<file path="config.mk">
export PLATFORM = sky130hd
export DESIGN_NAME = mii_rx_byte_assembler
export DESIGN_NICKNAME = d
export VERILOG_FILES = /design/src/rtl/mii_rx_byte_assembler.sv
export SDC_FILE = /design/constraint.sdc
export NUM_CORES = 1
export LEC_CHECK = 0
export BUFFER_PORTS_ARGS = -buffer_cell sky130_fd_sc_hd__buf_2
export CAP_MARGIN = 25
export CORE_MARGIN = 1
export CORE_UTILIZATION = 53
export CTS_BUF_LIST = sky130_fd_sc_hd__clkbuf_8
export DETAILED_ROUTE_END_ITERATION = 10
export GPL_ROUTABILITY_DRIVEN = 0
export HOLD_SLACK_MARGIN = 0.08
export PLACE_DENSITY_LB_ADDON = 0.05
export SLEW_MARGIN = 40
export SYNTH_ARGS = -nofsm -noshare
export SYNTH_HDL_FRONTEND = slang
export SYNTH_SLANG_ARGS = --single-unit
</file>
<file path="constraint.sdc">
create_clock -name i_clock -period 3.5 [get_ports i_clock]
set_clock_uncertainty 0.15 [all_clocks]
set_input_delay 0.35 -clock i_clock [delete_from_list [all_inputs] [get_ports i_clock]]
set_output_delay 0.35 -clock i_clock [all_outputs]
set_load 0.05 [all_outputs]
</file>
<file path="src/rtl/mii_rx_byte_assembler.sv">
// MII receive nibble-to-byte assembler: strips preamble/SFD, builds bytes LS nibble first,
// and streams them as one-cycle beats with end-of-frame status and frame counters.
module mii_rx_byte_assembler #(
  parameter int unsigned p_MIN_FRAME_BYTES = 64,
  parameter int unsigned p_MAX_FRAME_BYTES = 1522
) (
  input  logic        i_clock,
  input  logic        i_reset,
  input  logic [3:0]  i_rx_d,
  input  logic        i_rx_dv,
  input  logic        i_rx_er,
  output logic [7:0]  o_m_axis_tdata,
  output logic        o_m_axis_tvalid,
  output logic        o_m_axis_tlast,
  output logic        o_m_axis_tuser,
  output logic [15:0] o_good_frames,
  output logic [15:0] o_bad_frames
);

  localparam int unsigned CNT_W = 16;
  localparam logic [CNT_W-1:0] MIN_BYTES = CNT_W'(p_MIN_FRAME_BYTES);
  localparam logic [CNT_W-1:0] MAX_BYTES = CNT_W'(p_MAX_FRAME_BYTES);
  localparam logic [CNT_W-1:0] CNT_SAT   = '1;

  localparam logic [1:0] S_IDLE     = 2'd0;
  localparam logic [1:0] S_PREAMBLE = 2'd1;
  localparam logic [1:0] S_DATA     = 2'd2;
  localparam logic [1:0] S_DROP     = 2'd3;

  logic [1:0]       state_q, state_d;
  logic [3:0]       rx_d_q;
  logic             rx_dv_q, rx_er_q, stage_vld_q;
  logic             sync_ok_q, sync_ok_d;
  logic             phase_q, phase_d;
  logic [3:0]       lo_q, lo_d;
  logic [7:0]       hold_q, hold_d;
  logic             hold_vld_q, hold_vld_d;
  logic [CNT_W-1:0] byte_cnt_q, byte_cnt_d;
  logic             err_q, err_d;
  logic             pend_q, pend_d, pend_bad_q, pend_bad_d;
  logic [7:0]       tdata_d;
  logic             tvalid_d, tlast_d, tuser_d;
  logic             good_inc;
  logic [1:0]       bad_inc;
  logic [CNT_W-1:0] good_d, bad_d;
  logic [CNT_W:0]   bad_sum;

  always_ff @(posedge i_clock or posedge i_reset) begin
    if (i_reset) state_q <= S_IDLE;
    else         state_q <= state_d;
  end

  // Next state, byte assembly and beat generation; the end-of-frame beat waits in
  // pend_q until the previous beat is at least two cycles old.
  always_comb begin
    state_d    = state_q;
    sync_ok_d  = sync_ok_q | (stage_vld_q & ~rx_dv_q);
    phase_d    = phase_q;
    lo_d       = lo_q;
    hold_d     = hold_q;
    hold_vld_d = hold_vld_q;
    byte_cnt_d = byte_cnt_q;
    err_d      = err_q;
    pend_d     = pend_q;
    pend_bad_d = pend_bad_q;
    tdata_d    = o_m_axis_tdata;
    tvalid_d   = 1'b0;
    tlast_d    = 1'b0;
    tuser_d    = 1'b0;
    good_inc   = 1'b0;
    bad_inc    = 2'd0;

    if (pend_q && !o_m_axis_tvalid) begin
      tvalid_d   = 1'b1;
      tlast_d    = 1'b1;
      tuser_d    = pend_bad_q;
      tdata_d    = hold_q;
      pend_d     = 1'b0;
      hold_vld_d = 1'b0;
      if (pend_bad_q) bad_inc = bad_inc + 2'd1;
      else            good_inc = 1'b1;
    end

    case (state_q)
      S_IDLE: begin
        if (rx_dv_q) begin
          if (!sync_ok_q) begin
            // joined mid-frame after reset: discard silently
            state_d = S_DROP;
          end else if (rx_d_q == 4'h5) begin
            state_d = S_PREAMBLE;
          end else begin
            state_d = S_DROP;
            bad_inc = bad_inc + 2'd1;
          end
        end
      end
      S_PREAMBLE: begin
        if (!rx_dv_q) begin
          state_d = S_IDLE;
        end else if (rx_er_q || (rx_d_q != 4'h5 && rx_d_q != 4'hD)) begin
          state_d = S_DROP;
          bad_inc = bad_inc + 2'd1;
        end else if (rx_d_q == 4'hD) begin
          state_d    = S_DATA;
          phase_d    = 1'b0;
          byte_cnt_d = '0;
          err_d      = 1'b0;
          hold_vld_d = 1'b0;
        end
      end
      S_DATA: begin
        if (!rx_dv_q) begin
          state_d = S_IDLE;
          if (byte_cnt_q == '0) begin
            bad_inc = bad_inc + 2'd1;
          end else begin
            pend_d     = 1'b1;
            pend_bad_d = err_q | phase_q | (byte_cnt_q < MIN_BYTES);
          end
        end else begin
          if (rx_er_q) err_d = 1'b1;
          if (!phase_q) begin
            lo_d    = rx_d_q;
            phase_d = 1'b1;
          end else begin
            phase_d    = 1'b0;
            hold_d     = {rx_d_q, lo_q};
            hold_vld_d = 1'b1;
            if (hold_vld_q) begin
              tvalid_d = 1'b1;
              tdata_d  = hold_q;
            end
            if (byte_cnt_q != CNT_SAT) byte_cnt_d = byte_cnt_q + 16'd1;
            if (byte_cnt_d == MAX_BYTES) begin
              state_d    = S_DROP;
              pend_d     = 1'b1;
              pend_bad_d = 1'b1;
            end
          end
        end
      end
      default: begin
        if (!rx_dv_q) state_d = S_IDLE;
      end
    endcase

    good_d  = (good_inc && o_good_frames != CNT_SAT) ? o_good_frames + 16'd1 : o_good_frames;
    bad_sum = 17'(o_bad_frames) + 17'(bad_inc);
    bad_d   = bad_sum[CNT_W] ? CNT_SAT : bad_sum[CNT_W-1:0];
  end

  always_ff @(posedge i_clock or posedge i_reset) begin
    if (i_reset) begin
      rx_d_q          <= '0;
      rx_dv_q         <= 1'b0;
      rx_er_q         <= 1'b0;
      stage_vld_q     <= 1'b0;
      sync_ok_q       <= 1'b0;
      phase_q         <= 1'b0;
      lo_q            <= '0;
      hold_q          <= '0;
      hold_vld_q      <= 1'b0;
      byte_cnt_q      <= '0;
      err_q           <= 1'b0;
      pend_q          <= 1'b0;
      pend_bad_q      <= 1'b0;
      o_m_axis_tdata  <= '0;
      o_m_axis_tvalid <= 1'b0;
      o_m_axis_tlast  <= 1'b0;
      o_m_axis_tuser  <= 1'b0;
      o_good_frames   <= '0;
      o_bad_frames    <= '0;
    end else begin
      rx_d_q          <= i_rx_d;
      rx_dv_q         <= i_rx_dv;
      rx_er_q         <= i_rx_er;
      stage_vld_q     <= 1'b1;
      sync_ok_q       <= sync_ok_d;
      phase_q         <= phase_d;
      lo_q            <= lo_d;
      hold_q          <= hold_d;
      hold_vld_q      <= hold_vld_d;
      byte_cnt_q      <= byte_cnt_d;
      err_q           <= err_d;
      pend_q          <= pend_d;
      pend_bad_q      <= pend_bad_d;
      o_m_axis_tdata  <= tdata_d;
      o_m_axis_tvalid <= tvalid_d;
      o_m_axis_tlast  <= tlast_d;
      o_m_axis_tuser  <= tuser_d;
      o_good_frames   <= good_d;
      o_bad_frames    <= bad_d;
    end
  end

endmodule

</file>
After elaboration in Yosys (flattened, before gate mapping)
Index checks and enable logic that the tools add are counted.
{ "totals": {"elab_cells": 140, "reg_bits": 86, "output_inout_bits": 43, "in_bits": 8} }
{ "classes": {"bitwise_logic": 6, "n_mux": 71, "n_eq_ne": 23, "n_addsub": 4, "reduce_logical": 15, "n_lt_le_gt_ge": 1} }
{ "ops": {"columns": ["operator", "n"], "rows": [
  ["16-bit two-way mux", 10],
  ["8-bit two-way mux", 5],
  ["2-bit two-way mux", 17],
  ["1-bit two-way mux", 33],
  ["16-bit by 1-bit adder with 16-bit output, second input constant", 2],
  ["16-bit != test, second input constant", 2],
  ["16-bit case mux with 2 select lines", 1],
  ["16-bit by 2-bit adder with 17-bit output", 1],
  ["16-bit by 11-bit == test with 1-bit output, second input constant", 1],
  ["16-bit zero test", 1],
  ["16-bit by 7-bit less-than comparator with 1-bit output, second input constant", 1],
  ["2-bit != test, second input constant", 8],
  ["2-bit case mux with 3 select lines", 2],
  ["6-bit AND reduction", 2],
  ["5-bit AND reduction", 2],
  ["4-bit != test, second input constant", 2],
  ["3-bit != test, second input constant", 2],
  ["1-bit case mux with 2 select lines", 3],
  ["3-bit AND reduction", 2],
  ["4-bit by 3-bit == test with 1-bit output, second input constant", 1],
  ["4-bit == test, second input constant", 1],
  ["2-bit by 1-bit != test with 1-bit output, second input constant", 2],
  ["4-bit by 1-bit != test with 1-bit output, second input constant", 1],
  ["4-bit by 3-bit != test with 1-bit output, second input constant", 1],
  ["other kinds (12)", 17]
]} }

Logic depth before layout (Yosys ltp)
{ "depth": {"ltp_word": 10, "mapped_depth": 17, "depth_no_buf": 16} }

Least setup slack after synthesis
No wires, ideal clock.
{ "synth_path": {"path_kind": "reg-to-reg", "startpoint": "reg o_m_axis_tvalid", "endpoint": "reg o_bad_frames[13]", "arrival_ns": 3.511, "path_stages_with_launch": 18, "slack_ns": -0.230, "path_buffers": 1, "synth_period_minus_slack_ns": 3.730, "path_cell_list": "dfrtp_1 -> nand2b_1 -> inv_1 -> nand2_1 -> inv_1 -> ha_1 -> nor4b_1 -> o21ai_0 -> o221ai_1 -> ha_1 -> inv_1 -> fa_1 -> nor4_1 -> nand3_1 -> nor2_1 -> nand3_1 -> clkbuf_1 -> nand2_1"} }
{ "synth_via": {"elab_chain_cells": 10, "elab_cells_between_ends": 14} }
{ "synth_rtl": {"columns": ["item", "line_no", "rtl"], "rows": [
  ["start: declaration", "13", "output logic o_m_axis_tvalid,"],
  ["start signal: assignment", "189", "o_m_axis_tvalid <= tvalid_d;"],
  ["1-bit zero test (*)", "73", "if (pend_q && !o_m_axis_tvalid) begin"],
  ["1-bit logical AND (*)", "73", null],
  ["1-bit two-way mux (*)", "73", null],
  ["2-bit by 1-bit adder with 2-bit output", "94, 103, 116", null],
  ["2-bit two-way mux", "90", "end else if (rx_d_q == 4'h5) begin"],
  ["2-bit two-way mux", "87", "if (!sync_ok_q) begin"],
  ["2-bit two-way mux", "86", "if (rx_dv_q) begin"],
  ["2-bit case mux with 3 select lines (*)", "84", "case (state_q)"],
  ["16-bit by 2-bit adder with 17-bit output (*)", "149", "bad_sum = 17'(o_bad_frames) + 17'(bad_inc);"],
  ["16-bit two-way mux (*)", "150", "bad_d = bad_sum[CNT_W] ? CNT_SAT : bad_sum[CNT_W-1:0];"],
  ["net bad_d[13]", "45", "logic [CNT_W-1:0] good_d, bad_d;"],
  ["end signal: assignment", "173", "o_bad_frames <= '0;"],
  ["end signal: assignment", "193", "o_bad_frames <= bad_d;"],
  ["end: declaration", "17", "output logic [15:0] o_bad_frames"]
]} }
Mark *: on every way through the listed nets, which the timed path passes. The rest lies on a longest branch.
A chain may end at the register's enable or synchronous reset.

Worst setup path in the final report
{ "layout_path": {"startpoint": "reg byte_cnt_q[7]", "endpoint": "reg o_bad_frames[5]"} }
{ "layout_via": {"elab_chain_cells": 6} }
{ "layout_rtl": {"columns": ["item", "line_no", "rtl"], "rows": [
  ["start: declaration", "38", "logic [CNT_W-1:0] byte_cnt_q, byte_cnt_d;"],
  ["start signal: assignment", "184", "byte_cnt_q <= byte_cnt_d;"],
  ["16-bit zero test", "115", "if (byte_cnt_q == '0) begin"],
  ["2-bit two-way mux", "115", null],
  ["2-bit two-way mux", "113", "if (!rx_dv_q) begin"],
  ["2-bit case mux with 3 select lines", "84", null],
  ["16-bit by 2-bit adder with 17-bit output", "149", null],
  ["16-bit two-way mux", "150", null],
  ["net bad_d[5]", "45", null]
]} }
The timed path passes the listed nets, and every way through them passes these cells.

==> results.json <==
{
  "status": "complete, no violations",
  "drt_pass1_iterations": 4,
  "start_util_pct": 55.0,
  "hold_violations": 0,
  "final_common_cell": "dfrtp_1",
  "cp.arrival_ps": 3380,
  "finalWirelength_um": 9620,
  "grt.overflow.total": 0,
  "startpoint_type": "flop",
  "drcViolationCount": 0,
  "antennaDiodeCount": 0,
  "layout-drive-gt1-share_pct": 25.6,
  "slew-limit-headroom_pct": 56.0,
  "critical_path.max_fanout": 13,
  "worst-setup-path-type": "flop to flop",
  "end_kind": "flop",
  "hold_ws_ps": 317,
  "cts_tree": "done",
  "maxCapViolations": 0,
  "via_count": 3559,
  "peakVddDrop_v": 0.000249,
  "antenna_found_initial": 0,
  "synth-edff-count": 0,
  "portBuffers": 50,
  "yosys_warnings": 0,
  "setup_viol": 0,
  "yosysUniqueCellTypes": 55,
  "max_freq_mhz": 308,
  "setup-tns-final_ps": 0,
  "p_leak_uw": 0.00263,
  "dieArea_sq_mm": 0.00890,
  "die_w_um": 94.4,
  "netlist_area_sq_mm": 0.00452,
  "postSynthAreaPerCell_sq_um": 10.1,
  "max-clock-path-buffers": 2,
  "synth_ff_type": "dfrtp_1",
  "core_region_area_sq_mm": 0.00822,
  "viasPerCell": 5.63,
  "io_pins": 51,
  "cts.htree.levels": 3,
  "final_net_count": 543,
  "post-route-util_pct": 64.8,
  "die_h_um": 94.4,
  "rows": 33,
  "seq_area_frac_synth_pct": 47.6,
  "tightest_slew_ps": 654,
  "path_clk_slew_ps": 100,
  "min_period_ps": 3250,
  "synth-seq-cells": 86,
  "hpwl_um": 7010,
  "ant_nets": 0,
  "crit_required_ps": 3640,
  "synthCells": 448,
  "layout_common_cells": "85 x dfrtp_1, 50 x buf_2, 46 x nand2_1, 30 x o21ai_0, 30 x nor2_1",
  "grt_pass1_wl_um": 16400,
  "layout_setup_ws_ps": 255,
  "rsz0062_at_grt": "no",
  "clock-sinks": 86,
  "clk_latency_ps": 360,
  "pre_cts_ws_ps": -45.0,
  "drtIter0Drc": 176,
  "power_density_mw_per_mm2": 564,
  "post_cts_buffers": 0,
  "areaGrowthSynthToFinish_pct": 17.8,
  "grt_start_max_net_pins": 58,
  "wl_per_cell_um": 15.2,
  "grt_pass1_vias": 3373,
  "cts-buffers-inserted": 9,
  "async_flop_share_pct": 100,
  "min_period_over_period_pct": 92.7,
  "min-delay-path-class": "flop to flop",
  "syn-num-nets": 469,
  "grt_usage_pct": 23.8,
  "cts.root.buffer_cell": "clkbuf_8",
  "fill_cells": 689,
  "slew_violations": 0
}
## state kept, by name, indices dropped and copies added (netlist names), 2 cells and up
name            count
o_bad_frames       16
o_good_frames      16
hold_q              8
state_q             2
lo_q                4
rx_d_q              4
o_m_axis_tdata      8
byte_cnt_q         16
## stage by stage
stage	cells	instance area, sq um	total power, uW
6_report	632	5330	3010
5_1_grt	632	5330	3200
4_1_cts	632	5310	3030
3_3_place_gp	609	5020	2290
3_5_place_dp	609	5020	2320
2_1_floorplan	448	4530	2050
## power breakdown
part	switching, uW	internal (uW)	total (uW)	leakage, uW
Sequential	125	1180	1300	0.00114
Combinational	644	370	1010	0.00138
Clock	407	284	691	0.000103
Total	1180	1830	3010	0.00263
## critical path, cell delays in order, from the launching register on
cell and delay (ps):
dfrtp_1 380, nor4_1 350, nand3_1 190, nor2_1 180, ha_1 150, a32oi_1 60
o221ai_1 220, ha_2 220, inv_1 50, fa_2 380, nor4_4 200, nand3_2 140
nor2_2 130, nand3_1 90, buf_4 190, o21ai_0 80
## kinds of logic (layout without fill, tap and decap cells)
group | after synthesis | after routing | synth area share, %
flip-flops | 86 | 86 | 47.6
other | 1 | 1 | 0.0829
XOR/XNOR | 30 | 30 | 5.81
buffers and inverters | 38 | 117 | 3.60
multiplexers | 23 | 23 | 5.73
AND/OR/NAND/NOR | 171 | 171 | 20.9
AO/OA/AOI/OAI | 86 | 86 | 12.5
adder cells (fa/ha/maj) | 13 | 13 | 3.76
## area by class of cell
cell class	count	area [sq um]	share of cell area, %
multi-input combinational	324	2250	42.2
sequential	86	2150	40.4
timing repair buffer	81	513	9.63
tap	105	131	2.47
clock buffer	9	124	2.33
inverter	20	80.1	1.50
clock inverter	7	76.3	1.43
## synth_stat cells (8+ instances only)
master	count	area [sq um]
a31oi_1	8	50.1
xor2_1	14	123
clkbuf_1	8	30.0
nand3_1	17	85.1
o21ai_0	30	150
xnor2_1	16	140
nand2_1	47	176
ha_1	12	150
a21oi_1	17	85.1
inv_1	20	75.1
mux2_2	23	259
and4_1	8	70.1
dfrtp_1	86	2150
nand4_1	17	106
nor2_1	31	116
and3_1	10	62.6
## final timing paths
kind	from	end	slack, ps	depth (start not counted)
worst max-delay path	byte_cnt_q[7]	o_bad_frames[5]	250	15
worst max register to register	byte_cnt_q[7]	o_bad_frames[5]	250	15
worst min-delay path	stage_vld_q	sync_ok_q	320	1
min in group asynchronous	i_reset	o_m_axis_tdata[6]	410	3
worst min register to register	stage_vld_q	sync_ok_q	320	1
max in group asynchronous	i_reset	phase_q	2260	4
## what timing repair did
item / 4_1_cts / 5_1_grt
resized for setup: 2 / 5
cloned: 0 / 0
hold endpoints to repair: 62 / 0
hold buffers: 7 / 0
pin swaps: 0 / 2
endpoints found under the setup margin: 13 / 16
## routing by layer
metal	up-vias	track usage [%]	share of wire [%]
li1	1747	-	-
met1	1708	33.5	46
met2	95	37.4	48
met3	9	4.27	4.9
met4	0	7.69	1.2
met5	-	0	0
Note: power is estimated with default switching activity, not from simulation.
